### src/rtl/arcade_input.sv
// arcade_input: merges PS/2 keys and joystick into active-low arcade buttons and runs a coin/start sequencer.
module arcade_input #(
    parameter int COIN_FRAMES  = 4,
    parameter int GAP_FRAMES   = 4,
    parameter int START_FRAMES = 4
) (
    input  logic        clk_sys,
    input  logic        RESET_N,
    input  logic [10:0] ps2_key,
    input  logic [15:0] joy,
    input  logic        rotate,
    input  logic        vblank,
    output logic [7:0]  button_n,
    output logic        busy
);
    typedef enum logic [2:0] {IDLE, COIN, GAP, START, RELEASE} state_t;
    state_t state, state_nx;
    logic armed, tog_q, ev, pr, ext;
    logic [7:0] code, cnt, cnt_nx;
    logic k_up, k_down, k_left, k_right, k_space, k_ctrl, k_f1, k_f2;
    logic m_up, m_down, m_left, m_right, d_up, d_down, d_left, d_right, fire;
    logic req1, req2, req1_q, req2_q, edge1, edge2, vb1, vb2, tick;
    logic sel, sel_nx, coin, st1, st2;
    logic [8:0] tcnt;
    logic unused_joy;
    assign unused_joy = ^joy[15:7];
    assign code = ps2_key[7:0];
    assign ext  = ps2_key[8];
    assign pr   = ps2_key[9];
    // armed stays low for the first clock after reset so the toggle is only sampled
    assign ev   = armed && (ps2_key[10] != tog_q);
    always_ff @(posedge clk_sys or negedge RESET_N) begin
        if (!RESET_N) begin
            {armed, tog_q, k_up, k_down, k_left, k_right} <= '0;
            {k_space, k_ctrl, k_f1, k_f2} <= '0;
        end else begin
            armed <= 1'b1;
            tog_q <= ps2_key[10];
            if (ev && code == 8'h75) k_up <= pr;
            if (ev && code == 8'h72) k_down <= pr;
            if (ev && code == 8'h6B) k_left <= pr;
            if (ev && code == 8'h74) k_right <= pr;
            if (ev && !ext && code == 8'h29) k_space <= pr;
            if (ev && !ext && code == 8'h14) k_ctrl <= pr;
            if (ev && !ext && code == 8'h05) k_f1 <= pr;
            if (ev && !ext && code == 8'h06) k_f2 <= pr;
        end
    end
    assign m_up    = k_up | joy[3];
    assign m_down  = k_down | joy[2];
    assign m_left  = k_left | joy[1];
    assign m_right = k_right | joy[0];
    assign d_up    = rotate ? m_left : m_up;
    assign d_down  = rotate ? m_right : m_down;
    assign d_left  = rotate ? m_down : m_left;
    assign d_right = rotate ? m_up : m_right;
    assign fire    = k_space | k_ctrl | joy[4];
    assign req1    = k_f1 | joy[5];
    assign req2    = k_f2 | joy[6];
    assign edge1   = req1 & ~req1_q;
    assign edge2   = req2 & ~req2_q;
    assign tick    = vb1 & ~vb2;
    assign tcnt    = {1'b0, cnt} + {8'd0, tick};
    always_comb begin
        state_nx = state;
        sel_nx   = sel;
        cnt_nx   = tcnt[7:0];
        case (state)
            IDLE: begin
                cnt_nx = 8'd0;
                if (edge1 | edge2) begin
                    state_nx = COIN;
                    sel_nx   = ~edge1;
                    cnt_nx   = {7'd0, tick};
                end
            end
            COIN:  if (tcnt >= 9'(COIN_FRAMES)) begin state_nx = GAP; cnt_nx = 8'd0; end
            GAP:   if (tcnt >= 9'(GAP_FRAMES)) begin state_nx = START; cnt_nx = 8'd0; end
            START: if (tcnt >= 9'(START_FRAMES)) begin state_nx = RELEASE; cnt_nx = 8'd0; end
            RELEASE: begin
                cnt_nx = 8'd0;
                if (!req1 && !req2) state_nx = IDLE;
            end
            default: begin
                state_nx = IDLE;
                cnt_nx   = 8'd0;
            end
        endcase
    end
    assign coin = state == COIN;
    assign st1  = state == START && !sel;
    assign st2  = state == START && sel;
    always_ff @(posedge clk_sys or negedge RESET_N) begin
        if (!RESET_N) begin
            state    <= IDLE;
            cnt      <= 8'd0;
            sel      <= 1'b0;
            {req1_q, req2_q, vb1, vb2} <= '0;
            button_n <= 8'hFF;
            busy     <= 1'b0;
        end else begin
            state    <= state_nx;
            cnt      <= cnt_nx;
            sel      <= sel_nx;
            req1_q   <= req1;
            req2_q   <= req2;
            vb1      <= vblank;
            vb2      <= vb1;
            button_n <= ~{st2, fire, coin, st1, d_right, d_left, d_down, d_up};
            busy     <= state_nx != IDLE;
        end
    end
endmodule

### config.mk
export PLATFORM = sky130hd
export DESIGN_NAME = arcade_input
export DESIGN_NICKNAME = d
export VERILOG_FILES = /design/src/rtl/arcade_input.sv
export SDC_FILE = /design/constraint.sdc
export NUM_CORES = 1
export LEC_CHECK = 0
export ABC_CLOCK_PERIOD_IN_PS = 3400
export CAP_MARGIN = 20
export CELL_PAD_IN_SITES_DETAIL_PLACEMENT = 1
export CELL_PAD_IN_SITES_GLOBAL_PLACEMENT = 1
export CORE_ASPECT_RATIO = 0.5
export CORE_MARGIN = 2
export CORE_UTILIZATION = 40
export DETAILED_ROUTE_END_ITERATION = 10
export PLACE_DENSITY = 0.93
export SLEW_MARGIN = 20
export SYNTH_ARGS = -nofsm -noshare
export SYNTH_HDL_FRONTEND = slang
export SYNTH_SLANG_ARGS = --single-unit
### constraint.sdc
create_clock -name clk_sys -period 3.4 [get_ports clk_sys]
set_input_delay 0.51 -clock clk_sys [delete_from_list [all_inputs] [get_ports clk_sys]]
set_output_delay 0.51 -clock clk_sys [all_outputs]
set_load 0.005 [all_outputs]
==> reports/metrics.cfg <==
[setup_path]
start_kind = primary input
path_class = primary input to flop
worst_path_largest_cell_delay_ps = 500
required_ps = 3580
crit_arrival_ps = 2240
critPathSlowestCell = clkdlybuf4s50_1
crit_chain = clkdlybuf4s50_1, xor2_1, nand4b_1, nor4_2, mux2_1
worst_setup_path_end_kind = flop
cp_max_fo = 7

[yosys]
syn_area_um2 = 1490
synth.most_common_cell = dfrtp_1
synth_top_area_frac = 0.4534
ys.flop_type = dfrtp_1
yosysWarnings = 0
yosysSeqAreaShare = 0.5945
syn_inst = 122
synth.largest_area_cell = dfrtp_1
yosys-top-cells-area = dfrtp_1 (45%), dfstp_2 (14%), mux2_2 (3.8%)
synth-edff-count = 0
synth-seq-cells = 35
ys_types = 39
ys_top_cells_by_count = dfrtp_1 (27), nor2_1 (11), dfstp_2 (8)
async_reset_ff_frac = 1.000
syn_avg_cell_area_um2 = 12.21

[clocking]
clockBufferDepth = 2
clk_pin_slew_ps = 70
cts_tree = built
postCtsHoldBufs = 0
cts_setup_buffers = 0
clk_latency_ps = 290
htree_levels = 2
post_cts_resize_count = 0
clock_sinks = 35
cts_root_buf = clkbuf_8
cts_buffers = 5

[sta]
finalHoldViolCount = 0
fmax_mhz = 485.9
timing.final.crit_share = 0.6053
finalSetupViolations = 0
tns_ps = 0
holdWs_ps = 386.0
fin_skew_ps = 10.89
drv_slew = 0
rsz0062_at_grt = no
fin_crit_ps = 2058

[placed_design]
placed_cell_area_um2 = 1873
dp_hpwl_um = 2786
gp_congestion = 0.7937
portBuffers = 30

[final_layout]
layout.nets = 196
nFillCells = 375
antenna_cells = 0
multiInputGateArea_um2 = 600.6
final_layout_size_suffix_gt1_frac = 0.2073
design_area_um2 = 1964
reg_top3 = button_n: 8 flops, cnt: 8 flops, state: 3 flops
regArea_um2 = 885.9
areaGrowthSynthToFinish_pct = 31.82

[power]
power.share.clock = 0.286
switchingPower_uw = 302.2
seq_power_share = 0.502
comb_power_share = 0.212
swShare = 0.2814
p_int_uw = 771.6
leakagePower_uw = 0.0008342
peakVddDrop_mv = 0.1702
power_density_nw_per_um2 = 546.6

[hold_path]
min_path_type = flop to flop

[global_route]
grt_use_total = 0.1925
grt_pass1_vias = 1175
grt_pass1_wl_um = 5892
grt_max_degree = 36
antenna_found_initial = 0
grt-ovfl-total = 0

[job]
cap_violations = 0

[route]
drtIter0Drc = 16
vias = 1104
drc = 0
ant_nets = 0
wire_per_inst_um = 17.24
first_pass_iters = 4
via_per_inst = 5.135
wl_um = 3706

[die]
dieWidth_um = 90.32
die_h_um = 47.16
core_um2 = 3510
start_util = 0.4246
die-area_um2 = 4259
ios = 40
std_cell_rows = 15

[status]
status = finished, final reports clean

## layout by cell type (no fill, tap or decap), types with 2 or more instances in the layout
master,synthesis,routed
nand2b_1,4,4
or4_1,3,3
or2_2,2,2
clkbuf_8,0,6
nor4_2,2,2
mux2_2,5,5
ha_1,2,2
nor3_1,4,4
dfrtp_1,27,27
nand3_1,3,3
nand4b_1,2,2
a21oi_1,3,3
o21ai_0,7,7
inv_1,4,4
nand2_1,3,3
clkdlybuf4s50_1,0,30
nor2_1,11,11
dfstp_2,8,8
nor2b_1,3,3
conb_1,2,7
o31ai_1,5,5
mux2_1,2,2
## logic make-up (layout without fill, tap and decap cells)
group	count (synthesis)	in the layout	synth area share
AOI/OAI and AO/OA	21	21	0.09068
xor gates and xnor gates	1	1	0.005878
adders and majority gates	2	2	0.01679
buffers and inverters	6	43	0.01511
DFF	35	35	0.5945
muxes	8	8	0.06297
other	2	7	0.005040
and+or+nand+nor	47	47	0.2091
## final cells by class
type / instances / share of cell area
inverter: 4 / 0.007643
clock buffer: 7 / 0.04395
sequential: 35 / 0.4510
multi-input combinational: 86 / 0.3057
clock inverter: 1 / 0.002548
timing repair buffer: 31 / 0.1567
tap: 51 / 0.03248
## power by group through the flow
| stage | clock network (µW) | logic [µW] | registers (µW) |
|---|---|---|---|
| 2_1_floorplan | 0 | 139 | 511 |
| 3_3_place_gp | 0 | 208 | 535 |
| 3_5_place_dp | 0 | 227 | 545 |
| 4_1_cts | 314 | 229 | 537 |
| 5_1_grt | 331 | 250 | 546 |
| 6_report | 307 | 228 | 539 |
## metal layers
| metal | global-route usage | share of wire | vias up | routed length [µm] |
|---|---|---|---|---|
| met5 | 0 | 0 | - | 0 |
| met4 | 0.09538 | 0.016 | 0 | 60 |
| met3 | 0.05136 | 0.032 | 8 | 119 |
| met2 | 0.3880 | 0.54 | 26 | 2014 |
| met1 | 0.2006 | 0.41 | 561 | 1511 |
| li1 | - | - | 509 | - |
## worst paths after layout
check                            start          end  cells after the start  slack (ps)
min reg2reg                        vb1          vb2                      0         390
min                                vb1          vb2                      0         390
max                        ps2_key[10]       k_ctrl                      5        1340
min in group asynchronous      RESET_N       k_ctrl                      2         660
max reg2reg                        vb1     state[1]                      7        1560
max in group asynchronous      RESET_N  button_n[4]                      2        2390
## through the flow
stage	power (µW)	util	cells	setup WS [ps]
after floorplan	650.0	-	127	1707
after global placement	743.0	0.5337	207	1165
after detailed placement	771.6	0.5337	207	1051
after CTS	1080	0.5597	215	1355
after global routing	1127	0.5597	215	1280
final	1074	0.5597	215	1342
## critical path, delay by kind of cell
kind                   cells  cell delay [ps]
buffers and inverters      1              500
AND/OR/NAND/NOR            2              620
multiplexers               1              340
XOR/XNOR                   1              260
(Power assumes the default switching activity.)
